[src/rtl/cla_adder_arbiter.sv]
// Round-robin arbiter sharing one 64-bit carry-lookahead adder between NUM_REQ requesters,
// with a single-entry response register and completed/carry-out operation counters.
module cla_adder_arbiter #(
  parameter int unsigned NUM_REQ = 4,
  parameter int unsigned WIDTH   = 64,
  parameter int unsigned ID_W    = 2,
  parameter int unsigned CNT_W   = 16
) (
  input  logic                     clk,
  input  logic                     rst_n,
  input  logic [NUM_REQ-1:0]       req_valid,
  output logic [NUM_REQ-1:0]       req_ready,
  input  logic [NUM_REQ*WIDTH-1:0] req_a,
  input  logic [NUM_REQ*WIDTH-1:0] req_b,
  output logic                     rsp_valid,
  input  logic                     rsp_ready,
  output logic [ID_W-1:0]          rsp_id,
  output logic [WIDTH:0]           rsp_sum,
  output logic [CNT_W-1:0]         op_count,
  output logic [CNT_W-1:0]         carry_count
);

  logic            slot_free;
  logic            gnt_any;
  logic            accept;
  logic [ID_W-1:0] gnt_idx;
  logic [ID_W-1:0] idx;
  logic [ID_W-1:0] rr_ptr_q;
  logic [ID_W-1:0] rr_ptr_d;

  logic [WIDTH-1:0] op_a;
  logic [WIDTH-1:0] op_b;
  logic [WIDTH-1:0] gen;
  logic [WIDTH-1:0] prop;
  logic [WIDTH:0]   carry;
  logic [WIDTH:0]   sum;
  logic [3:0]       bg;
  logic [3:0]       bp;
  logic             bc;

  assign slot_free = !rsp_valid || rsp_ready;

  // Search starts at rr_ptr and wraps at NUM_REQ, which need not be a power of two.
  always_comb begin
    gnt_any   = 1'b0;
    gnt_idx   = '0;
    req_ready = '0;
    idx       = rr_ptr_q;
    for (int unsigned k = 0; k < NUM_REQ; k++) begin
      if (!gnt_any && req_valid[idx]) begin
        gnt_any = 1'b1;
        gnt_idx = idx;
      end
      idx = (idx == ID_W'(NUM_REQ - 1)) ? '0 : idx + ID_W'(1);
    end
    if (rst_n && slot_free && gnt_any) begin
      req_ready[gnt_idx] = 1'b1;
    end
  end

  assign accept   = |(req_valid & req_ready);
  assign rr_ptr_d = (gnt_idx == ID_W'(NUM_REQ - 1)) ? '0 : gnt_idx + ID_W'(1);

  always_comb begin
    op_a = req_a[32'(gnt_idx) * WIDTH +: WIDTH];
    op_b = req_b[32'(gnt_idx) * WIDTH +: WIDTH];
  end

  // 4-bit lookahead groups; group carries ripple between groups.
  always_comb begin
    gen   = op_a & op_b;
    prop  = op_a ^ op_b;
    carry = '0;
    bg    = '0;
    bp    = '0;
    bc    = 1'b0;
    for (int unsigned blk = 0; blk < WIDTH / 4; blk++) begin
      bg = gen[4*blk +: 4];
      bp = prop[4*blk +: 4];
      bc = carry[4*blk];
      carry[4*blk+1] = bg[0] | (bp[0] & bc);
      carry[4*blk+2] = bg[1] | (bp[1] & bg[0]) | (&bp[1:0] & bc);
      carry[4*blk+3] = bg[2] | (bp[2] & bg[1]) | (&bp[2:1] & bg[0]) | (&bp[2:0] & bc);
      carry[4*blk+4] = bg[3] | (bp[3] & bg[2]) | (&bp[3:2] & bg[1]) | (&bp[3:1] & bg[0])
                     | (&bp & bc);
    end
    sum = {carry[WIDTH], prop ^ carry[WIDTH-1:0]};
  end

  always_ff @(posedge clk or negedge rst_n) begin
    if (!rst_n) begin
      rsp_valid   <= 1'b0;
      rsp_id      <= '0;
      rsp_sum     <= '0;
      rr_ptr_q    <= '0;
      op_count    <= '0;
      carry_count <= '0;
    end else begin
      if (accept) begin
        rsp_valid <= 1'b1;
        rsp_id    <= gnt_idx;
        rsp_sum   <= sum;
        rr_ptr_q  <= rr_ptr_d;
      end else if (rsp_ready) begin
        rsp_valid <= 1'b0;
      end
      if (rsp_valid && rsp_ready) begin
        op_count <= op_count + CNT_W'(1);
        if (rsp_sum[WIDTH]) begin
          carry_count <= carry_count + CNT_W'(1);
        end
      end
    end
  end

endmodule

[config.mk]
export PLATFORM = sky130hd
export DESIGN_NAME = cla_adder_arbiter
export DESIGN_NICKNAME = d
export VERILOG_FILES = /design/src/rtl/cla_adder_arbiter.sv
export SDC_FILE = /design/constraint.sdc
export NUM_CORES = 1
export LEC_CHECK = 0
export CAP_MARGIN = 0
export CORE_AREA = 2 2 241 243
export DETAILED_ROUTE_END_ITERATION = 6
export DIE_AREA = 0 0 243 245
export HOLD_SLACK_MARGIN = 0.1
export PLACE_DENSITY = 0.49
export SYNTH_ARGS = -nofsm -noshare
export SYNTH_HDL_FRONTEND = slang
export SYNTH_SLANG_ARGS = --single-unit
[constraint.sdc]
create_clock -name clk -period 13.6 [get_ports clk]
set_input_delay 1.36 -clock clk [delete_from_list [all_inputs] [get_ports clk]]
set_output_delay 1.36 -clock clk [all_outputs]
set_load 0.02 [all_outputs]
==> metrics.csv <==
metric,value,unit
Max Transition Viols Final,0,
most common library cell in the layout ignoring fill and taps,sky130_fd_sc_hd__clkdlybuf4s50_1,
most frequent cells in the layout,"sky130_fd_sc_hd__clkdlybuf4s50_1 (621), sky130_fd_sc_hd__nand2_1 (487), sky130_fd_sc_hd__and3_1 (102), sky130_fd_sc_hd__dfrtp_1 (102), sky130_fd_sc_hd__a31oi_1 (98)",
Post-synth ARST share,1.00,
post-route minimum period,7.63,ns
number of design-rule violations left by the first detailed-router iteration,522,
final count of hold timing violations,0,
Clk Tree Root Cell,sky130_fd_sc_hd__clkbuf_16,
I/O Pins,623,
portion of synthesized cell area occupied by the leading cell type,0.226,
DRT antenna net count,0,
GPL Wtd Cong,0.920,
NumNets Final,2680,
max capacitance violation total,0,
fin worst setup slack,5.97,ns
initial core utilization,0.198,
vertical extent of the die,245,um
leading area contributor after synthesis,sky130_fd_sc_hd__dfrtp_1,
startpoint type of the worst setup path,input port,
worst min-delay path category,reg2reg,
Critical Path End Type,flip-flop,
worst min-delay path startpoint,rsp_sum[49]$_DFFE_PN0P_,
number of flops mapped to enable cells by yosys,0,
total via count in the routed design,13000,
detailed-route DRC error count,0,
Unique masters post-synth,71,
mean number of vias per cell,4.57,
Setup CP Type,in2reg,
top cells by area in the synthesized netlist,"sky130_fd_sc_hd__dfrtp_1 (23%), sky130_fd_sc_hd__nand2_1 (16%), sky130_fd_sc_hd__ha_1 (7.9%)",
"Warnings, synthesis",0,
clock network latency to the later pin of the worst-skew pair,0.40,ns
antenna violations before repair,14,
cells after synthesis,1525,
share of final-layout standard cells stronger than drive strength 1,0.0351,
sum of net half-perimeters after detailed placement,46.1,mm
via count of the first global-routing pass,13000,
buffers inserted by post-CTS timing repair,0,
Layout Cells excl Fill,2848,
final total negative setup slack,0,ns
CTS max path bufs,2,
final period utilization,0.561,
result of the run,finished clean,
Most used DFF post-synth,sky130_fd_sc_hd__dfrtp_1,
share of the yosys chip area belonging to registers,0.226,
highest achievable clock rate,131,MHz
Post-CTS Hold Fix Bufs,0,
cts bufs inserted,9,
Die Span X,243,um
Worst R2R Start,rr_ptr_q[0]$_DFFE_PN0P_,
pin count of the biggest net entering global routing,132,
crit path max fanout,110,
measured slew at the worst slew-check pin,1.02,ns
synthesized area per cell,7.39,sq um
clock tree from TritonCTS,done,
detail-routed net length per standard cell,20.0,um
endpoints failing setup,0,
Crit. Startpoint,req_valid[3],
total overflow reported by the global router,0,
wire length of the first global-routing pass,82.6,mm
total nets after synthesis,2131,
Die Area,59500,sq um
core area,57000,sq um
sink count of the clock tree,102,
number of detailed-routing iterations run before antenna repair,5,
dpl cells,2828,
count of fill cells added during filler insertion,6196,
Final Routed Wirelength,56.8,mm
critical path required time,13.90,ns
arrival time at the worst endpoint,7.93,ns
layout overhead on the synthesized area,63.0,%
num rows,88,
unrepaired setup endpoints after global routing,no,
Setup WS pre-CTS,5.38,ns
largest clock skew in the final design,0.0122,ns
headroom to the max-slew limit,0.317,
post-synthesis instance area,11300,sq um
number of buffer cells added on primary ports,622,
post-cts gate resize count,0,
H-tree level count,3,
post-synthesis sequential element count,102,
Global Route Usage Sum,0.185,
clock slew at the register clock pins of the worst setup and hold paths,0.08,ns
## per-stage QoR
step | util | cell area (sq um) | hold WS, ns
after floorplan | - | 11300 | 0.577
after global placement | 0.316 | 18100 | 0.463
after detailed placement | 0.316 | 18100 | 0.464
after CTS | 0.322 | 18400 | 0.488
after global routing | 0.322 | 18400 | 0.510
final | 0.322 | 18400 | 0.483
## cells in the mapped netlist, drive strengths merged, types with 3 or more instances
library cell and number:
o31ai 5, o211ai 6, xor2 33, xnor2 29
a211o 4, nor2 33, a211oi 4, and2 8
or2 4, a21oi 46, inv 52, fa 16
clkbuf 36, o21ai 80, a21boi 3, o311ai 3
ha 71, nor3b 11, nor3 9, nand2 488
o21bai 3, or4 6, dfrtp 102, nand4 18
mux2 19, nand2b 9, and4 5, nand3 24
and3 103, a32o 3, nor2b 4, buf 58
a31oi 98, o21a 10, a21o 15, mux2i 83
## critical path: stages
cell                              delay (ns)
sky130_fd_sc_hd__clkdlybuf4s50_1        0.54
sky130_fd_sc_hd__mux4_2                 0.57
sky130_fd_sc_hd__a211o_1                0.29
sky130_fd_sc_hd__and3_4                 0.40
sky130_fd_sc_hd__inv_8                  0.57
sky130_fd_sc_hd__buf_4                  0.72
sky130_fd_sc_hd__mux2i_1                0.37
sky130_fd_sc_hd__mux2_2                 0.25
sky130_fd_sc_hd__inv_1                  0.05
sky130_fd_sc_hd__ha_1                   0.26
sky130_fd_sc_hd__a21oi_1                0.21
sky130_fd_sc_hd__o22ai_1                0.19
sky130_fd_sc_hd__o21ai_4                0.37
sky130_fd_sc_hd__o21ai_0                0.27
sky130_fd_sc_hd__o211ai_1               0.38
sky130_fd_sc_hd__nand2_1                0.10
sky130_fd_sc_hd__a31oi_1                0.29
sky130_fd_sc_hd__fa_1                   0.44
sky130_fd_sc_hd__o21ai_0                0.15
## final timing paths
kind	end	slack [ns]	depth (start not counted)
worst max-delay path	rsp_sum[56]$_DFFE_PN0P_	5.97	19
max in group asynchronous	rsp_sum[62]$_DFFE_PN0P_	11.19	3
min in group asynchronous	rsp_sum[40]$_DFFE_PN0P_	1.10	2
worst min-delay path	rsp_sum[49]$_DFFE_PN0P_	0.48	2
worst min register to register	rsp_sum[49]$_DFFE_PN0P_	0.48	2
worst max register to register	rsp_sum[56]$_DFFE_PN0P_	6.31	19
## metal layers
metal	share of wire	track usage	vias to the layer above
met5	0.0019	0	-
met4	0.020	0.0447	18
met3	0.067	0.0561	58
met2	0.49	0.323	414
met1	0.42	0.221	6116
li1	-	-	6409
## sequential cells by signal, summed over array words and instances, names as in the netlist
signal	flops
carry_count	16
op_count	16
rr_ptr_q	2
rsp_id	2
rsp_sum	65
rsp_valid	1
## cell type report
| class | instances | area [sq um] | share of cell area |
|---|---|---|---|
| timing repair buffer | 632 | 6310 | 0.343 |
| clock inverter | 7 | 91.3 | 0.00497 |
| antenna | 4 | 10.0 | 0.000545 |
| sequential | 102 | 2550 | 0.139 |
| clock buffer | 9 | 225 | 0.0123 |
| multi-input combinational | 1276 | 8020 | 0.436 |
| inverter | 53 | 209 | 0.0114 |
| tap | 765 | 957 | 0.0521 |
## logic make-up (layout without fill, tap and decap cells)
kind of cell | Yosys count | count (layout) | synth area share
AO/OA/AOI/OAI | 296 | 296 | 0.166
other | 0 | 4 | 0
adder cells (fa/ha/maj) | 87 | 87 | 0.107
flip-flops | 102 | 102 | 0.226
AND/OR/NAND/NOR | 727 | 727 | 0.292
multiplexers | 104 | 104 | 0.0966
buffers and inverters | 147 | 701 | 0.0635
XOR/XNOR | 62 | 62 | 0.0482
Power is left out: the tool's default activity adds up to more than one toggle a clock period on the data nets, which glitch-free logic cannot reach.
